**src/rtl/id_ex_stage_pkg.sv**
```systemverilog
// Shared definitions for the ID/EX pipeline register: ALUOp encodings and width defaults.
package id_ex_stage_pkg;

    typedef enum logic [2:0] {
        ALU_BUBBLE = 3'b000,
        ALU_BRANCH = 3'b001,
        ALU_ANDI   = 3'b010,
        ALU_ADDI   = 3'b100,
        ALU_ORI    = 3'b101,
        ALU_LUI    = 3'b110,
        ALU_RTYPE  = 3'b111
    } alu_op_e;

    localparam int DEF_DATA_WIDTH = 32;
    localparam int DEF_REG_ADDR_W = 5;
    localparam int IMM_W          = 16;

    localparam logic [DEF_REG_ADDR_W-1:0] ZERO_REG = '0;

endpackage

```
**src/rtl/id_ex_stage_operand.sv**
```systemverilog
// Write-back bypass for one operand: substitutes wb_data when the write-back
// stage is writing the register this operand names (register 0 excluded).
module operand_bypass
    import id_ex_stage_pkg::*;
#(
    parameter int DATA_WIDTH = DEF_DATA_WIDTH,
    parameter int REG_ADDR_W = DEF_REG_ADDR_W
) (
    input  logic [REG_ADDR_W-1:0] src_addr,
    input  logic [DATA_WIDTH-1:0] src_data,
    input  logic                  wb_reg_write,
    input  logic [REG_ADDR_W-1:0] wb_addr,
    input  logic [DATA_WIDTH-1:0] wb_data,
    output logic [DATA_WIDTH-1:0] sel_data
);

    logic hit;

    always_comb begin
        hit      = wb_reg_write && (wb_addr != REG_ADDR_W'(ZERO_REG)) && (wb_addr == src_addr);
        sel_data = hit ? wb_data : src_data;
    end

endmodule

```
**src/rtl/id_ex_stage.sv**
```systemverilog
// ID/EX pipeline register with stall hold, flush bubble and write-back operand bypass.
module id_ex_stage
    import id_ex_stage_pkg::*;
#(
    parameter int DATA_WIDTH = DEF_DATA_WIDTH,
    parameter int REG_ADDR_W = DEF_REG_ADDR_W
) (
    input  logic                  clk,
    input  logic                  reset,
    input  logic                  stall,
    input  logic                  flush,
    input  logic                  id_valid,
    input  logic [2:0]            id_alu_op,
    input  logic [5:0]            id_funct,
    input  logic [4:0]            id_shamt,
    input  logic [IMM_W-1:0]      id_imm,
    input  logic [REG_ADDR_W-1:0] id_rs_addr,
    input  logic [REG_ADDR_W-1:0] id_rt_addr,
    input  logic [REG_ADDR_W-1:0] id_rd_addr,
    input  logic [DATA_WIDTH-1:0] id_rs_data,
    input  logic [DATA_WIDTH-1:0] id_rt_data,
    input  logic                  id_reg_dst,
    input  logic                  id_alu_src,
    input  logic                  id_reg_write,
    input  logic                  id_mem_read,
    input  logic                  id_mem_write,
    input  logic                  id_mem_to_reg,
    input  logic                  wb_reg_write,
    input  logic [REG_ADDR_W-1:0] wb_addr,
    input  logic [DATA_WIDTH-1:0] wb_data,
    output logic                  ex_valid,
    output logic [2:0]            ex_alu_op,
    output logic [5:0]            ex_funct,
    output logic [4:0]            ex_shamt,
    output logic [DATA_WIDTH-1:0] ex_rs_data,
    output logic [DATA_WIDTH-1:0] ex_rt_data,
    output logic [DATA_WIDTH-1:0] ex_imm_ext,
    output logic [REG_ADDR_W-1:0] ex_rs_addr,
    output logic [REG_ADDR_W-1:0] ex_rt_addr,
    output logic [REG_ADDR_W-1:0] ex_dest,
    output logic                  ex_alu_src,
    output logic                  ex_reg_write,
    output logic                  ex_mem_read,
    output logic                  ex_mem_write,
    output logic                  ex_mem_to_reg
);

    typedef struct packed {
        logic                  valid;
        logic [2:0]            alu_op;
        logic [5:0]            funct;
        logic [4:0]            shamt;
        logic [DATA_WIDTH-1:0] rs_data;
        logic [DATA_WIDTH-1:0] rt_data;
        logic [DATA_WIDTH-1:0] imm_ext;
        logic [REG_ADDR_W-1:0] rs_addr;
        logic [REG_ADDR_W-1:0] rt_addr;
        logic [REG_ADDR_W-1:0] dest;
        logic                  alu_src;
        logic                  reg_write;
        logic                  mem_read;
        logic                  mem_write;
        logic                  mem_to_reg;
    } ex_regs_t;

    ex_regs_t regs_q, regs_d;

    logic [REG_ADDR_W-1:0] rs_src_addr, rt_src_addr;
    logic [DATA_WIDTH-1:0] rs_src_data, rt_src_data;
    logic [DATA_WIDTH-1:0] rs_sel, rt_sel;

    function automatic logic [DATA_WIDTH-1:0] ext_imm(input logic [2:0] op, input logic [IMM_W-1:0] imm);
        logic [DATA_WIDTH-1:0] r;
        case (op)
            ALU_ORI, ALU_ANDI: r = {{(DATA_WIDTH-IMM_W){1'b0}}, imm};
            ALU_LUI:           r = {imm, {(DATA_WIDTH-IMM_W){1'b0}}};
            default:           r = {{(DATA_WIDTH-IMM_W){imm[IMM_W-1]}}, imm};
        endcase
        return r;
    endfunction

    // While stalled the bypass watches the held operands so they pick up late write-backs.
    always_comb begin
        rs_src_addr = stall ? regs_q.rs_addr : id_rs_addr;
        rt_src_addr = stall ? regs_q.rt_addr : id_rt_addr;
        rs_src_data = stall ? regs_q.rs_data : id_rs_data;
        rt_src_data = stall ? regs_q.rt_data : id_rt_data;
    end

    operand_bypass #(.DATA_WIDTH(DATA_WIDTH), .REG_ADDR_W(REG_ADDR_W)) u_rs_bypass (
        .src_addr     (rs_src_addr),
        .src_data     (rs_src_data),
        .wb_reg_write (wb_reg_write),
        .wb_addr      (wb_addr),
        .wb_data      (wb_data),
        .sel_data     (rs_sel)
    );

    operand_bypass #(.DATA_WIDTH(DATA_WIDTH), .REG_ADDR_W(REG_ADDR_W)) u_rt_bypass (
        .src_addr     (rt_src_addr),
        .src_data     (rt_src_data),
        .wb_reg_write (wb_reg_write),
        .wb_addr      (wb_addr),
        .wb_data      (wb_data),
        .sel_data     (rt_sel)
    );

    // A bubble (flush, or a load of an empty decode slot) clears every field.
    always_comb begin
        regs_d = regs_q;
        if (flush || (!stall && !id_valid)) begin
            regs_d = '0;
        end else if (stall) begin
            regs_d.rs_data = rs_sel;
            regs_d.rt_data = rt_sel;
        end else begin
            regs_d.valid      = 1'b1;
            regs_d.alu_op     = id_alu_op;
            regs_d.funct      = id_funct;
            regs_d.shamt      = id_shamt;
            regs_d.rs_data    = rs_sel;
            regs_d.rt_data    = rt_sel;
            regs_d.imm_ext    = ext_imm(id_alu_op, id_imm);
            regs_d.rs_addr    = id_rs_addr;
            regs_d.rt_addr    = id_rt_addr;
            regs_d.dest       = id_reg_dst ? id_rd_addr : id_rt_addr;
            regs_d.alu_src    = id_alu_src;
            regs_d.reg_write  = id_reg_write;
            regs_d.mem_read   = id_mem_read;
            regs_d.mem_write  = id_mem_write;
            regs_d.mem_to_reg = id_mem_to_reg;
        end
    end

    always_ff @(posedge clk or negedge reset) begin
        if (!reset) regs_q <= '0;
        else        regs_q <= regs_d;
    end

    assign ex_valid      = regs_q.valid;
    assign ex_alu_op     = regs_q.alu_op;
    assign ex_funct      = regs_q.funct;
    assign ex_shamt      = regs_q.shamt;
    assign ex_rs_data    = regs_q.rs_data;
    assign ex_rt_data    = regs_q.rt_data;
    assign ex_imm_ext    = regs_q.imm_ext;
    assign ex_rs_addr    = regs_q.rs_addr;
    assign ex_rt_addr    = regs_q.rt_addr;
    assign ex_dest       = regs_q.dest;
    assign ex_alu_src    = regs_q.alu_src;
    assign ex_reg_write  = regs_q.reg_write;
    assign ex_mem_read   = regs_q.mem_read;
    assign ex_mem_write  = regs_q.mem_write;
    assign ex_mem_to_reg = regs_q.mem_to_reg;

endmodule
```
**config.mk**
```make
export PLATFORM = sky130hd
export DESIGN_NAME = id_ex_stage
export DESIGN_NICKNAME = d
export VERILOG_FILES = /design/src/rtl/id_ex_stage_pkg.sv /design/src/rtl/id_ex_stage_operand.sv /design/src/rtl/id_ex_stage.sv
export SDC_FILE = /design/constraint.sdc
export NUM_CORES = 1
export LEC_CHECK = 0
export CAP_MARGIN = 10
export CELL_PAD_IN_SITES_DETAIL_PLACEMENT = 0
export CELL_PAD_IN_SITES_GLOBAL_PLACEMENT = 1
export CORE_MARGIN = 4
export CORE_UTILIZATION = 34
export DETAILED_ROUTE_END_ITERATION = 16
export HOLD_SLACK_MARGIN = 0.06
export PLACE_DENSITY_LB_ADDON = 0.3
export SETUP_SLACK_MARGIN = 0.2
export SLEW_MARGIN = 40
export SYNTH_ARGS = -nofsm -noshare
export SYNTH_HDL_FRONTEND = slang
export SYNTH_SLANG_ARGS = --single-unit
```
**constraint.sdc**
```tcl
create_clock -name clk -period 3.7 [get_ports clk]
set_input_delay 0.74 -clock clk [delete_from_list [all_inputs] [get_ports clk]]
set_output_delay 0.74 -clock clk [all_outputs]
set_load 0.05 [all_outputs]
```
Word-level counts from Yosys, hierarchy flattened. Cells that the tools add are included.

Input port bits: 158. Memories: 0. ROM bits: 0. Register bits: 131. Latch bits: 0. Logic and storage cells: 43. RAM bits: 0. Output and inout port bits: 131.

Multipliers: 0. Eq/ne operators: 8. $lt $le $gt $ge: 0. Divide/modulo/power cells: 0. Reduce and logical (&&, ||, !) cells: 9. Shifts and indexed selects: 0. Add/sub/neg operators: 0. Multiplexer cells: 11. Bitwise logic cells: 0.

Operators by type and width (number): $mux 131 (1); $mux 32 (4); $pmux 32 s2 (1); $mux 52 (1); $mux 15 (1); $mux 5 (3); $eq 5x5->1 (2); $eq 3x3->1 const B (2); $ne 3x1->1 const B (2); $reduce_bool 5->1 (1); $logic_and 1x1->1 (4); $eq 3x2->1 const B (1); $logic_not 1->1 (2); $ne 2x1->1 const B (1); $reduce_or 2->1 (1); $logic_or 1x1->1 (1).

Longest topological paths before layout. Gate-level depths: netlist (run 1).

Depth in word-level cells: 5. Gate-level depth with buffers: 8.

Hierarchy. From an unflattened synthesis (run 1), not the netlist that was laid out.

Cells, all modules: 532. Area, all modules: 6880.3 µm².

Modules (own cells, without submodules): id_ex_stage (seq. area each 3278.1 µm², cells an instance 442, times used 1, area an instance 5691.7 µm²); operand_bypass (seq. area each 0.0 µm², cells an instance 45, times used 2, area an instance 594.3 µm²).

Least setup slack after synthesis (run 1). No wires, ideal clock.

Path type: input port to flip-flop. Start point: input stall. End point: register regs_q (netlist bit ex_rs_data[0]). Arrival time: 2125 ps. Stages on the path: 8. Data required time: 3612 ps. Setup slack: 1486 ps. Path through: buf_6 mux2i_1 xor2_1 nand4_1 or2_1 buf_6 buf_8 a211oi_2.

Cells in the longest elaborated chain, start to end: 5. Elaborated cells on any way between the ends: 9. Classes of those cells: eq/ne (2); mux (3); reduce/logical (4).

Ends and longest elaborated chain: from (decl) (line id_ex_stage.sv:10) `input logic stall,`; $mux 5 (line id_ex_stage.sv:84) `rs_src_addr = stall ? regs_q.rs_addr : id_rs_addr;`; $eq 5x5->1 (line id_ex_stage_operand.sv:20) `hit = wb_reg_write && (wb_addr != REG_ADDR_W'(ZERO_REG)) && (wb_addr == src_addr);`; $logic_and 1x1->1 (line id_ex_stage_operand.sv:20); $mux 32 (line id_ex_stage_operand.sv:21) `sel_data = hit ? wb_data : src_data;`; $mux 131 (line id_ex_stage.sv:111) `if (flush || (!stall && !id_valid)) begin`; to (signal assigned) (line id_ex_stage.sv:137) `else regs_q <= regs_d;`; to (decl) (line id_ex_stage.sv:66) `ex_regs_t regs_q, regs_d;`.

Several ways; a longest one is shown, not always the timed one. A chain may end at the register's enable or synchronous reset.

Final worst setup path (run 1).
Start point: input wb_addr[3]. End point: register regs_q (netlist bit ex_rs_data[27]).

Cells in the longest elaborated chain, start to end: 5. Elaborated cells on any way between the ends: 7. Classes of those cells: eq/ne (2); mux (2); reduce/logical (3).

Ends and longest elaborated chain: from (decl) (line id_ex_stage.sv:29) `input logic [REG_ADDR_W-1:0] wb_addr,`; $reduce_bool 5->1 (line id_ex_stage_operand.sv:20); $logic_and 1x1->1 (line id_ex_stage_operand.sv:20); $logic_and 1x1->1 (*) (line id_ex_stage_operand.sv:20); $mux 32 (line id_ex_stage_operand.sv:21); $mux 131 (line id_ex_stage.sv:111).

Every way passes the cells marked *; elsewhere a longest branch is shown, timed or not.

==> summary.md, run 1 <==
| Metric | Value |
|---|---|
| Layout cells sized above 1 | `13.5%` |
| Critical path arrival | `2850 ps` |
| First-pass GRT wire length | `33,000 um` |
| Vias in the first global route | `5,860` |
| DP HPWL | `15,200 um` |
| Metal1 wirelength | `8390 um` |
| Cells after Synth | `552` |
| Total gr overflow | `0` |
| Setup violations, final | `0` |
| Avg Cell Area, Syn | `11.6 um^2` |
| RSZ-0062 raised after global routing | `false` |
| TNS Setup | `0 ps` |
| Max-slew headroom | `49.5%` |
| Kind of critical path | `primary input to flip-flop` |
| Slew Limit Fails | `0` |
| Register bit total from synthesis | `131` |
| Routed Antenna Nets | `0` |
| Power density of the placed cells | `429 nW/um^2` |
| Skew final | `7.89 ps` |
| Ys Warns | `0` |
| Area delta synth->final | `57.6%` |
| Placeable Area | `18,300 um^2` |
| TritonRoute pass-1 iters | `6` |
| Worst-path maximum fanout | `16` |
| R2R Setup Slk | `1700 ps` |
| Crit end category | `flip-flop` |
| Post-cts gate resize count | `0` |
| Crit path launch type | `primary input` |
| Syn Nets | `710` |
| GRT Total Usage | `19.5%` |
| Die W | `145 um` |
| Met2 Wirelength | `10,900 um` |
| Die Y | `145 um` |
| Synthesized area | `6410 um^2` |
| CTS clock-pin slew for the worst setup and hold paths | `60 ps` |
| Worst path required time | `3980 ps` |
| Leak | `0.00426 uW` |
| Fmax | `389 MHz` |
| Total CTS buffers | `17` |
| Final Hold Vio Count | `0` |
| MaxCap Viol Count | `0` |
| IO buf count | `288` |
| Antenna violations before repair | `1` |
| CTS tree | `built` |
| Fillers | `1,556` |
| Worst VDD drop | `0.281 mV` |
| Top Metal Used | `met4` |
| Crit path from | `wb_addr[3]` |
| Reg-to-reg endpoint | `ex_rs_data[4]` |
| Routed vias/inst | `5.09` |
| Synth unique cells | `29` |
| Wirelength, routed | `21,000 um` |
| Max Root-Sink Buffers | `2` |
| Postcts setup bufs | `0` |
| CTS Hold Buffers Added | `0` |
| Placer congestion estimate | `0.782` |
| CP max stage delay | `530 ps` |
| IO Pins | `289` |
| Vias | `5,411` |
| Drt wl/cell | `19.8 um` |
| Met3 WL post-DR | `1300 um` |
| Clk sinks | `131` |
| R2r startpoint | `ex_rs_addr[3]` |
| H-tree Lvls | `4` |
| Initial Utilization | `35.1%` |
| 1st-iter DRT viols | `159` |
| # DRC | `0` |
| Slowest CP cell | `or4_1` |
| Nets | `980` |
| Depth of the worst register-to-register path | `6` |
| Clk Latency, worst-skew pair | `410 ps` |
| CP Capture Point | `ex_rs_data[27]` |
| Root buffer cell | `clkbuf_16` |
| FP Rows | `49` |
| Tightest Pin Transition | `757 ps` |
| CP cell instances | `clkdlybuf4s50_1 -> or4_1 -> o21a_1 -> nand2_1 -> or2_2 -> buf_4 -> a211oi_2` |
| HP Class | `primary input to async pin` |
| Hold_ws | `340 ps` |
| Min Tclk post-route | `2570 ps` |
| Sequential area share after synthesis | `51.2%` |
| Largest net degree at the start of global routing | `72` |
| Die area | `21,100 um^2` |
| Status | `complete, no violations` |
| Fin crit share | `69.5%` |
worst min path at each step:
stage	slack [ps]	endpoint	cells after the start
after floorplan	440	ex_alu_op[0]	0
after global placement	470	ex_imm_ext[23]	2
after detailed placement	480	ex_imm_ext[24]	2
after CTS	370	ex_funct[2]	1
after global routing	390	ex_funct[0]	1
final	340	ex_funct[0]	1
per-layer routing:
metal	track usage, %	vias to the layer above
li1	-	2550
met5	0	-
met2	33.4	185
met1	23.1	2646
met3	6.36	30
met4	6.60	0
Yosys cell counts:
cell	number	area share, %
buf_2	5	0.39
buf_1	5	0.29
clkbuf_1	34	2.0
nand3b_1	1	0.12
a211oi_2	60	12
nor2_1	42	2.5
nor2b_1	3	0.29
dfrtp_1	131	51
o21ai_1	16	1.2
nand2_1	18	1.1
nand4_1	1	0.098
and2_1	2	0.20
a22oi_1	2	0.23
buf_6	6	1.1
a211oi_1	4	0.47
nor3_1	65	5.1
o21bai_1	1	0.12
o21a_1	2	0.23
a21oi_1	20	1.6
buf_8	3	0.70
xor2_1	10	1.4
mux2i_1	98	15
inv_1	2	0.12
o21ai_0	1	0.078
or4_1	1	0.12
nand2b_1	1	0.098
or2_1	2	0.20
a22o_1	15	2.1
nand4_2	1	0.20
where the power goes:
| part | switching, uW | leakage [uW] | internal, uW |
|---|---|---|---|
| clock | 646 | 0.000303 | 1150 |
| sequential | 43.8 | 0.00177 | 1510 |
| combinational | 582 | 0.00219 | 400 |
worst max-delay path: cells and delay by family:
family                 cells  cell delay [ps]
AOI/OAI and AO/OA          2              280
buffers and inverters      2              790
and+or+nand+nor            3             1040
cell type report:
type | count | area [um^2] | share of cell area (%)
Timing Repair Buffer | 304 | 3050 | 30.2
Sequential cell | 131 | 3280 | 32.5
Multi-Input combinational cell | 366 | 2850 | 28.2
Antenna cell | 1 | 2.50 | 0.0248
Tap cell | 229 | 287 | 2.84
Clock buffer | 19 | 443 | 4.39
Clock inverter | 12 | 181 | 1.80
Inverter | 2 | 7.51 | 0.0743
cell usage in the layout (no fill, tap or decap):
| cell | netlist | final |
|---|---|---|
| a211oi_1 | 4 | 4 |
| a211oi_2 | 60 | 60 |
| a21oi_1 | 20 | 20 |
| a22o_1 | 15 | 15 |
| a22oi_1 | 2 | 2 |
| and2_1 | 2 | 2 |
| buf_12 | 0 | 3 |
| buf_4 | 0 | 12 |
| buf_6 | 6 | 3 |
| bufinv_16 | 0 | 4 |
| clkbuf_1 | 34 | 1 |
| clkbuf_16 | 0 | 17 |
| clkbuf_8 | 0 | 1 |
| clkdlybuf4s50_1 | 0 | 286 |
| clkinv_2 | 0 | 2 |
| clkinv_4 | 0 | 4 |
| clkinvlp_4 | 0 | 1 |
| dfrtp_1 | 131 | 131 |
| diode_2 | 0 | 1 |
| inv_1 | 2 | 2 |
| inv_6 | 0 | 1 |
| mux2i_1 | 98 | 98 |
| nand2_1 | 18 | 18 |
| nand2b_1 | 1 | 1 |
| nand3b_1 | 1 | 1 |
| nand4_1 | 1 | 1 |
| nand4_2 | 1 | 1 |
| nor2_1 | 42 | 42 |
| nor2b_1 | 3 | 2 |
| nor2b_2 | 0 | 1 |
| nor3_1 | 65 | 65 |
| o21a_1 | 2 | 2 |
| o21ai_0 | 1 | 1 |
| o21ai_1 | 16 | 16 |
| o21bai_4 | 0 | 1 |
| or2_2 | 0 | 2 |
| or4_1 | 1 | 1 |
| xor2_1 | 10 | 10 |
stage by stage:
step / util (%) / cell area (um^2) / instances / total power [uW] / setup WS (ps)
3_3_place_gp: 51.7 / 9450 / 1031 / 2550 / 707
5_1_grt: 55.3 / 10100 / 1064 / 4490 / 1060
3_5_place_dp: 51.8 / 9470 / 1032 / 2570 / 702
4_1_cts: 55.3 / 10100 / 1063 / 4380 / 1140
6_report: 55.3 / 10100 / 1064 / 4330 / 1130
2_1_floorplan: - / 6410 / 552 / 2110 / 1490
logic make-up after synthesis:
logic type	share of synthesized area, %
AO/OA/AOI/OAI	17.7
buffers and inverters	4.55
multiplexers	15.3
XOR/XNOR	1.37
flip-flops	51.2
AND/OR/NAND/NOR	9.90
(Power assumes the default switching activity.)
==> run 2: changes to the inputs <==
Settings changed: CORE_UTILIZATION 34 to 32.
Clock period 3.7 ns to 2.6 ns, I/O delays scaled along.
==> run 2 against run 1 <==
  * Global-route usage fell by 0.32 points
  * Non-clock buffer count rose by 9
  * Largest power group unchanged
  * Final area rose by 1.4%
  * Critical path depth fell by 6
  * Via count rose by 1.6%
  * Sequential share of layout area fell by 0.44 points
  * Sequential cell count did not move
  * Register-to-register slack got worse by 1000 ps
  * Worst setup slack got worse by 660 ps
  * Routed wire length rose by 2.3%
  * Utilization fell by 3.0 points
==> summary.md, run 2 (synthesis results as in run 1) <==
| Metric | Value |
|---|---|
| CTS tree | `built` |
| Total CTS buffers | `17 (unchanged)` |
| CP max stage delay | `850 ps (+320 ps)` |
| Slew Limit Fails | `0 (unchanged)` |
| Largest net degree at the start of global routing | `62 (-14%)` |
| Placeable Area | `19,600 um^2 (+7.2%)` |
| RSZ-0062 raised after global routing | `false` |
| Max-slew headroom | `54.6% (+5.1 points)` |
| Placer congestion estimate | `0.824 (+5.4%)` |
| Reg power frac | `36.0% (about the same)` |
| Worst hold stages | `2` |
| Routed Antenna Nets | `0 (unchanged)` |
| Postcts setup bufs | `0 (unchanged)` |
| Power Total | `6140 uW (+42%)` |
| Depth of the worst register-to-register path | `7 (+1)` |
| Power density of the placed cells | `600 nW/um^2 (+40%)` |
| Tightest Pin Transition | `681 ps (-76.5 ps)` |
| Commonest non-fill, non-tap cell in the layout | `clkdlybuf4s50_1` |
| Grt met1 use | `23.8% (+0.62 points)` |
| Worst VDD drop | `0.414 mV (+47%)` |
| Initial Utilization | `32.7% (-2.4 points)` |
| Post-placement cell count | `1,076 (+4.3%)` |
| Total gr overflow | `0 (unchanged)` |
| Min Tclk post-route | `2140 ps` |
| Vias in the first global route | `6,063 (+3.5%)` |
| Buf+Inv Stages, Crit Path | `1 (-1)` |
| Diode count | `0 (-1)` |
| Routed vias/inst | `4.96 (-2.6%)` |
| Final Cell Area | `10,200 um^2 (+1.4%)` |
| Delay-heaviest family, CP | `buffers and inverters` |
| Layout cells sized above 1 | `14.5% (+0.91 points)` |
| H-tree Lvls | `4 (unchanged)` |
| IO Pins | `289 (unchanged)` |
| Grt met3 use | `3.63% (-2.7 points)` |
| Worst-path maximum fanout | `2 (-14)` |
| CP Capture Point | `ex_rs_data[25]` |
| Nets | `989 (+0.92%)` |
| HP Class | `flip-flop to flip-flop` |
| MaxCap Viol Count | `0 (unchanged)` |
| Comb pwr share | `23.1% (+0.4 points)` |
| Slowest CP cell | `clkdlybuf4s50_1` |
| Worst path depth | `1 (-6)` |
| Hold_ws | `488 ps (+147 ps)` |
| CP cell instances | `clkdlybuf4s50_1` |
| Drt wl/cell | `19.4 um (-1.9%)` |
| Worst path required time | `2080 ps (-1900 ps)` |
| TNS Setup | `0 ps (unchanged)` |
| Cell Count, Final, Fillers Out | `1,109 (+4.2%)` |
| GRT busiest layer | `met2` |
| Crit end category | `output pin` |
| Fmax | `468 MHz` |
| Fin crit share | `82.1%` |
| R2r startpoint | `ex_rs_addr[4]` |
| Max Root-Sink Buffers | `2 (unchanged)` |
| Highest-count cells in the layout ignoring fill and taps | `286 x clkdlybuf4s50_1, 131 x dfrtp_1, 98 x mux2i_1, 65 x nor3_1, 60 x a211oi_2` |
| Die Y | `150 um (+2.9%)` |
| P_sw | `1850 uW (+46%)` |
| Leak | `0.00431 uW (+1.2%)` |
| IO buf count | `288 (unchanged)` |
| Switching power share of the total | `30.2% (+0.77 points)` |
| Setup violations, final | `0 (unchanged)` |
| 1st-iter DRT viols | `222 (+40%)` |
| Crit path from | `ex_rs_data[25]` |
| Clk sinks | `131 (unchanged)` |
| Kind of critical path | `flip-flop to output pin` |
| Pint | `4290 uW (+40%)` |
| Clk Latency, worst-skew pair | `410 ps (about the same)` |
| Vias | `5,496 (+1.6%)` |
| TritonRoute pass-1 iters | `4 (-2)` |
| Root buffer cell | `clkbuf_16` |
| Wirelength, routed | `21,500 um (+2.3%)` |
| Skew final | `9.32 ps (+1.43 ps)` |
| First-pass GRT wire length | `33,800 um (+2.3%)` |
| Final Hold Vio Count | `0 (unchanged)` |
| Critical path arrival | `1620 ps (-1230 ps)` |
| GRT Total Usage | `19.2% (-0.32 points)` |
| Status | `complete, no violations` |
| CTS clock-pin slew for the worst setup and hold paths | `60 ps (about the same)` |
| Post-cts gate resize count | `0 (unchanged)` |
| Placed inst area | `9610 um^2 (+1.5%)` |
| Antenna violations before repair | `0 (-1)` |
| Reg-to-reg endpoint | `ex_rs_data[4]` |
| Die W | `150 um (+2.9%)` |
| FP Rows | `51 (+4.1%)` |
| Met2 usage | `33.0% (-0.43 points)` |
| DP HPWL | `15,600 um (+2.6%)` |
| Die area | `22,400 um^2 (+5.9%)` |
| # DRC | `0 (unchanged)` |
| Crit path launch type | `flip-flop` |
| R2R Setup Slk | `660 ps (-1040 ps)` |
| Clock Power Share | `40.8% (-0.6 points)` |
| Area delta synth->final | `59.8%` |
-- run 2: timing repair --
item                                    CTS  global route
endpoints found under the hold margin    41             0
endpoints found under the setup margin    0             0
hold buffers                              1             0
-- run 2: cell type report --
class	count	area, um^2
clock buffer	19	443
inverter	2	7.51
sequential	131	3280
clock inverter	13	174
fill	1790	9350
multi-input combinational	366	2850
timing repair buffer	313	3150
tap	265	332
-- run 2: routing by layer --
metal | routed length, um | vias to the layer above
li1 | - | 2568
met1 | 8730 | 2712
met2 | 11000 | 185
met3 | 1240 | 31
met4 | 593 | 0
met5 | 0 | -
-- run 2: power by group through the flow --
stage | Combinational, uW | Clock (uW) | Sequential (uW)
2_1_floorplan | 382 | 0 | 2630
3_3_place_gp | 1420 | 0 | 2240
3_5_place_dp | 1430 | 0 | 2250
4_1_cts | 1440 | 2570 | 2210
5_1_grt | 1500 | 2660 | 2220
6_report | 1420 | 2510 | 2210
-- run 2: worst min-delay path by stage --
stage | startpoint | endpoint | slack, ps
2_1_floorplan | reset | ex_alu_op[0] | 220
3_3_place_gp | reset | ex_funct[4] | 470
3_5_place_dp | reset | ex_funct[4] | 470
4_1_cts | ex_imm_ext[27] | ex_imm_ext[27] | 490
5_1_grt | ex_imm_ext[29] | ex_imm_ext[29] | 510
6_report | ex_imm_ext[22] | ex_imm_ext[22] | 490
-- run 2: worst reg2reg max path, delay by kind of cell, from the launching register on --
family	cells	cell delay, ps
AND/OR/NAND/NOR	2	420
buffers and inverters	2	420
flip-flops	1	390
multiplexers	1	240
AO/OA/AOI/OAI	1	210
XOR/XNOR	1	170
-- run 2: through the flow --
step           setup WS [ps]  utilization [%]
5_1_grt                  404             52.3
3_3_place_gp             114             49.1
3_5_place_dp            84.2             49.1
2_1_floorplan            606                -
6_report                 465             52.3
4_1_cts                  429             52.3
==> run 3: changes to the inputs <==
Settings changed: CORE_UTILIZATION 32 to 29.
Clock period 2.6 ns to 1.9 ns, I/O delays scaled along.
==> run 3 against run 2 <==
  * Clock-buffer cell count down 2
  * Cell count increased by 5.0%
  * Critical endpoint is now ex_rt_data[13]
  * Utilization shrank 1.1 points
  * First-iteration DRC count decreased by 5.0%
  * Worst setup slack got worse by 400 ps
==> summary.md, run 3 (synthesis results as in run 1) <==
| Metric | Value |
|---|---|
| Status | `complete, no violations` |
| Nets | `1,030 (+4.1%)` |
| Commonest non-fill, non-tap cell in the layout | `clkdlybuf4s50_1` |
| Leak | `0.00499 uW (+16%)` |
| Setup violations, final | `0 (unchanged)` |
| Clk Latency, worst-skew pair | `410 ps (about the same)` |
| RSZ-0062 raised after global routing | `true` |
| Vias | `5,731 (+4.3%)` |
| Fin crit share | `96.5%` |
| Placeable Area | `21,800 um^2 (+11%)` |
| Final Hold Vio Count | `0 (unchanged)` |
| Worst VDD drop | `0.529 mV (+28%)` |
| TritonRoute pass-1 iters | `4 (unchanged)` |
| IO Pins | `289 (unchanged)` |
| Depth of the worst register-to-register path | `6 (-1)` |
| Routed vias/inst | `4.92 (-0.65%)` |
| Vias in the first global route | `6,179 (+1.9%)` |
| Fmax | `545 MHz` |
| Drt wl/cell | `20.5 um (+5.7%)` |
| IO buf count | `288 (unchanged)` |
| Crit end category | `flip-flop` |
| Die W | `157 um (+4.8%)` |
| Skew final | `7.11 ps (-2.21 ps)` |
| Area delta synth->final | `73.6%` |
| 1st-iter DRT viols | `211 (-5.0%)` |
| Worst-path maximum fanout | `6 (+4)` |
| MaxCap Viol Count | `0 (unchanged)` |
| Slew Limit Fails | `0 (unchanged)` |
| Power density of the placed cells | `785 nW/um^2 (+31%)` |
| Root buffer cell | `clkbuf_16` |
| FP Rows | `54 (+5.9%)` |
| Kind of critical path | `flip-flop to flip-flop` |
| HP Class | `primary input to flip-flop` |
| Area of the multi-input gates | `3400 um^2 (+19%)` |
| Tightest Pin Transition | `500 ps (-181 ps)` |
| Worst path required time | `2230 ps (+150 ps)` |
| Die Y | `157 um (+4.8%)` |
| Max-slew headroom | `66.8% (+12 points)` |
| Wirelength, routed | `23,900 um (+11%)` |
| Antenna violations before repair | `0 (unchanged)` |
| Worst hold stages | `3 (+1)` |
| DP HPWL | `16,700 um (+7.0%)` |
| Initial Utilization | `29.5% (-3.3 points)` |
| Total CTS buffers | `17 (unchanged)` |
| CTS clock-pin slew for the worst setup and hold paths | `60 ps (about the same)` |
| Routed Antenna Nets | `0 (unchanged)` |
| # DRC | `0 (unchanged)` |
| Highest-count cells in the layout ignoring fill and taps | `150 x clkdlybuf4s50_1, 122 x dfrtp_1, 109 x buf_4, 88 x mux2i_1, 60 x a211oi_2` |
| Total gr overflow | `0 (unchanged)` |
| Placed inst area | `9610 um^2 (unchanged)` |
| Largest net degree at the start of global routing | `51 (-18%)` |
| Crit path launch type | `flip-flop` |
| CTS tree | `built` |
| Max Root-Sink Buffers | `2 (unchanged)` |
| FF+latch area | `3290 um^2 (+0.34%)` |
| Placer congestion estimate | `0.829 (+0.57%)` |
| First-pass GRT wire length | `35,800 um (+5.9%)` |
| Crit path from | `ex_rt_addr[0]` |
| Power Total | `8740 uW (+42%)` |
| Fillers | `1,928 (+7.7%)` |
| GRT Total Usage | `18.7% (-0.48 points)` |
| Min Tclk post-route | `1830 ps` |
| Layout cells sized above 1 | `39.8% (+25 points)` |
| Hold Path Origin | `id_rt_addr[0]` |
| Critical path arrival | `2160 ps (+540 ps)` |
| Die area | `24,500 um^2 (+9.8%)` |
| Final Cell Area | `11,100 um^2 (+8.7%)` |
| Diode count | `0 (unchanged)` |
| H-tree Lvls | `4 (unchanged)` |
| Clk sinks | `131 (unchanged)` |
| R2r startpoint | `ex_rt_addr[0]` |
==> run 3: report_power, final <==
group          internal, uW  switching, uW
clock                  2210           1300
combinational           892           1290
sequential             2940           97.2
total                  6040           2690
==> run 3: metrics by stage <==
stage	worst slack, ps	std cells	TNS [ps]	hold WS [ps]	utilization (%)
2_1_floorplan	64.7	552	0	84.4	-
3_3_place_gp	-483	1105	-27840	339	44.2
3_5_place_dp	-498	1105	-28900	352	44.2
4_1_cts	62.4	1158	0	343	49.9
5_1_grt	-43.4	1164	-551	339	51.1
6_report	66.6	1164	0	315	51.1
==> run 3: final timing paths <==
kind	end	slack [ps]
hold reg to reg	ex_imm_ext[20]	500
setup / recovery	ex_rt_data[13]	70
hold / removal	ex_rt_addr[0]	320
min in group asynchronous	ex_rs_data[15]	480
setup reg to reg	ex_rt_data[13]	70
max in group asynchronous	ex_rt_addr[4]	780
==> run 3: layer usage <==
layer | up-vias | GRT usage (%) | routed length (um) | part of all wire (%)
met5 | - | 0 | 0 | 0
met4 | 0 | 5.66 | 418 | 1.8
met3 | 22 | 4.62 | 1420 | 6.0
met2 | 201 | 31.0 | 11900 | 50
met1 | 2851 | 24.3 | 10100 | 42
li1 | 2657 | - | - | -
==> run 3: layout make-up <==
class	instances	share of cell area (%)
Inverter	2	0.0675
Multi-Input combinational cell	366	30.6
Clock inverter	14	1.80
Timing Repair Buffer	354	31.0
Clock buffer	17	3.82
Sequential cell	131	29.6
Tap cell	280	3.15
==> run 3: worst max-delay path, stage by stage, from the launching register on <==
cell       delay, ps
dfrtp_2          410
mux2i_2          190
xor2_1           240
nand4_2          160
or2_4            380
clkbuf_16        200
a211oi_2         180
==> run 3: what timing repair did <==
| item | CTS | global route |
|---|---|---|
| gates cloned | 8 | 4 |
| buffers inserted | 13 | 2 |
| hold buffers | 1 | 0 |
| pin swaps | 12 | 15 |
| gates resized for setup | 159 | 114 |
| endpoints found under the hold margin | 37 | 0 |
| setup endpoints to repair | 121 | 114 |
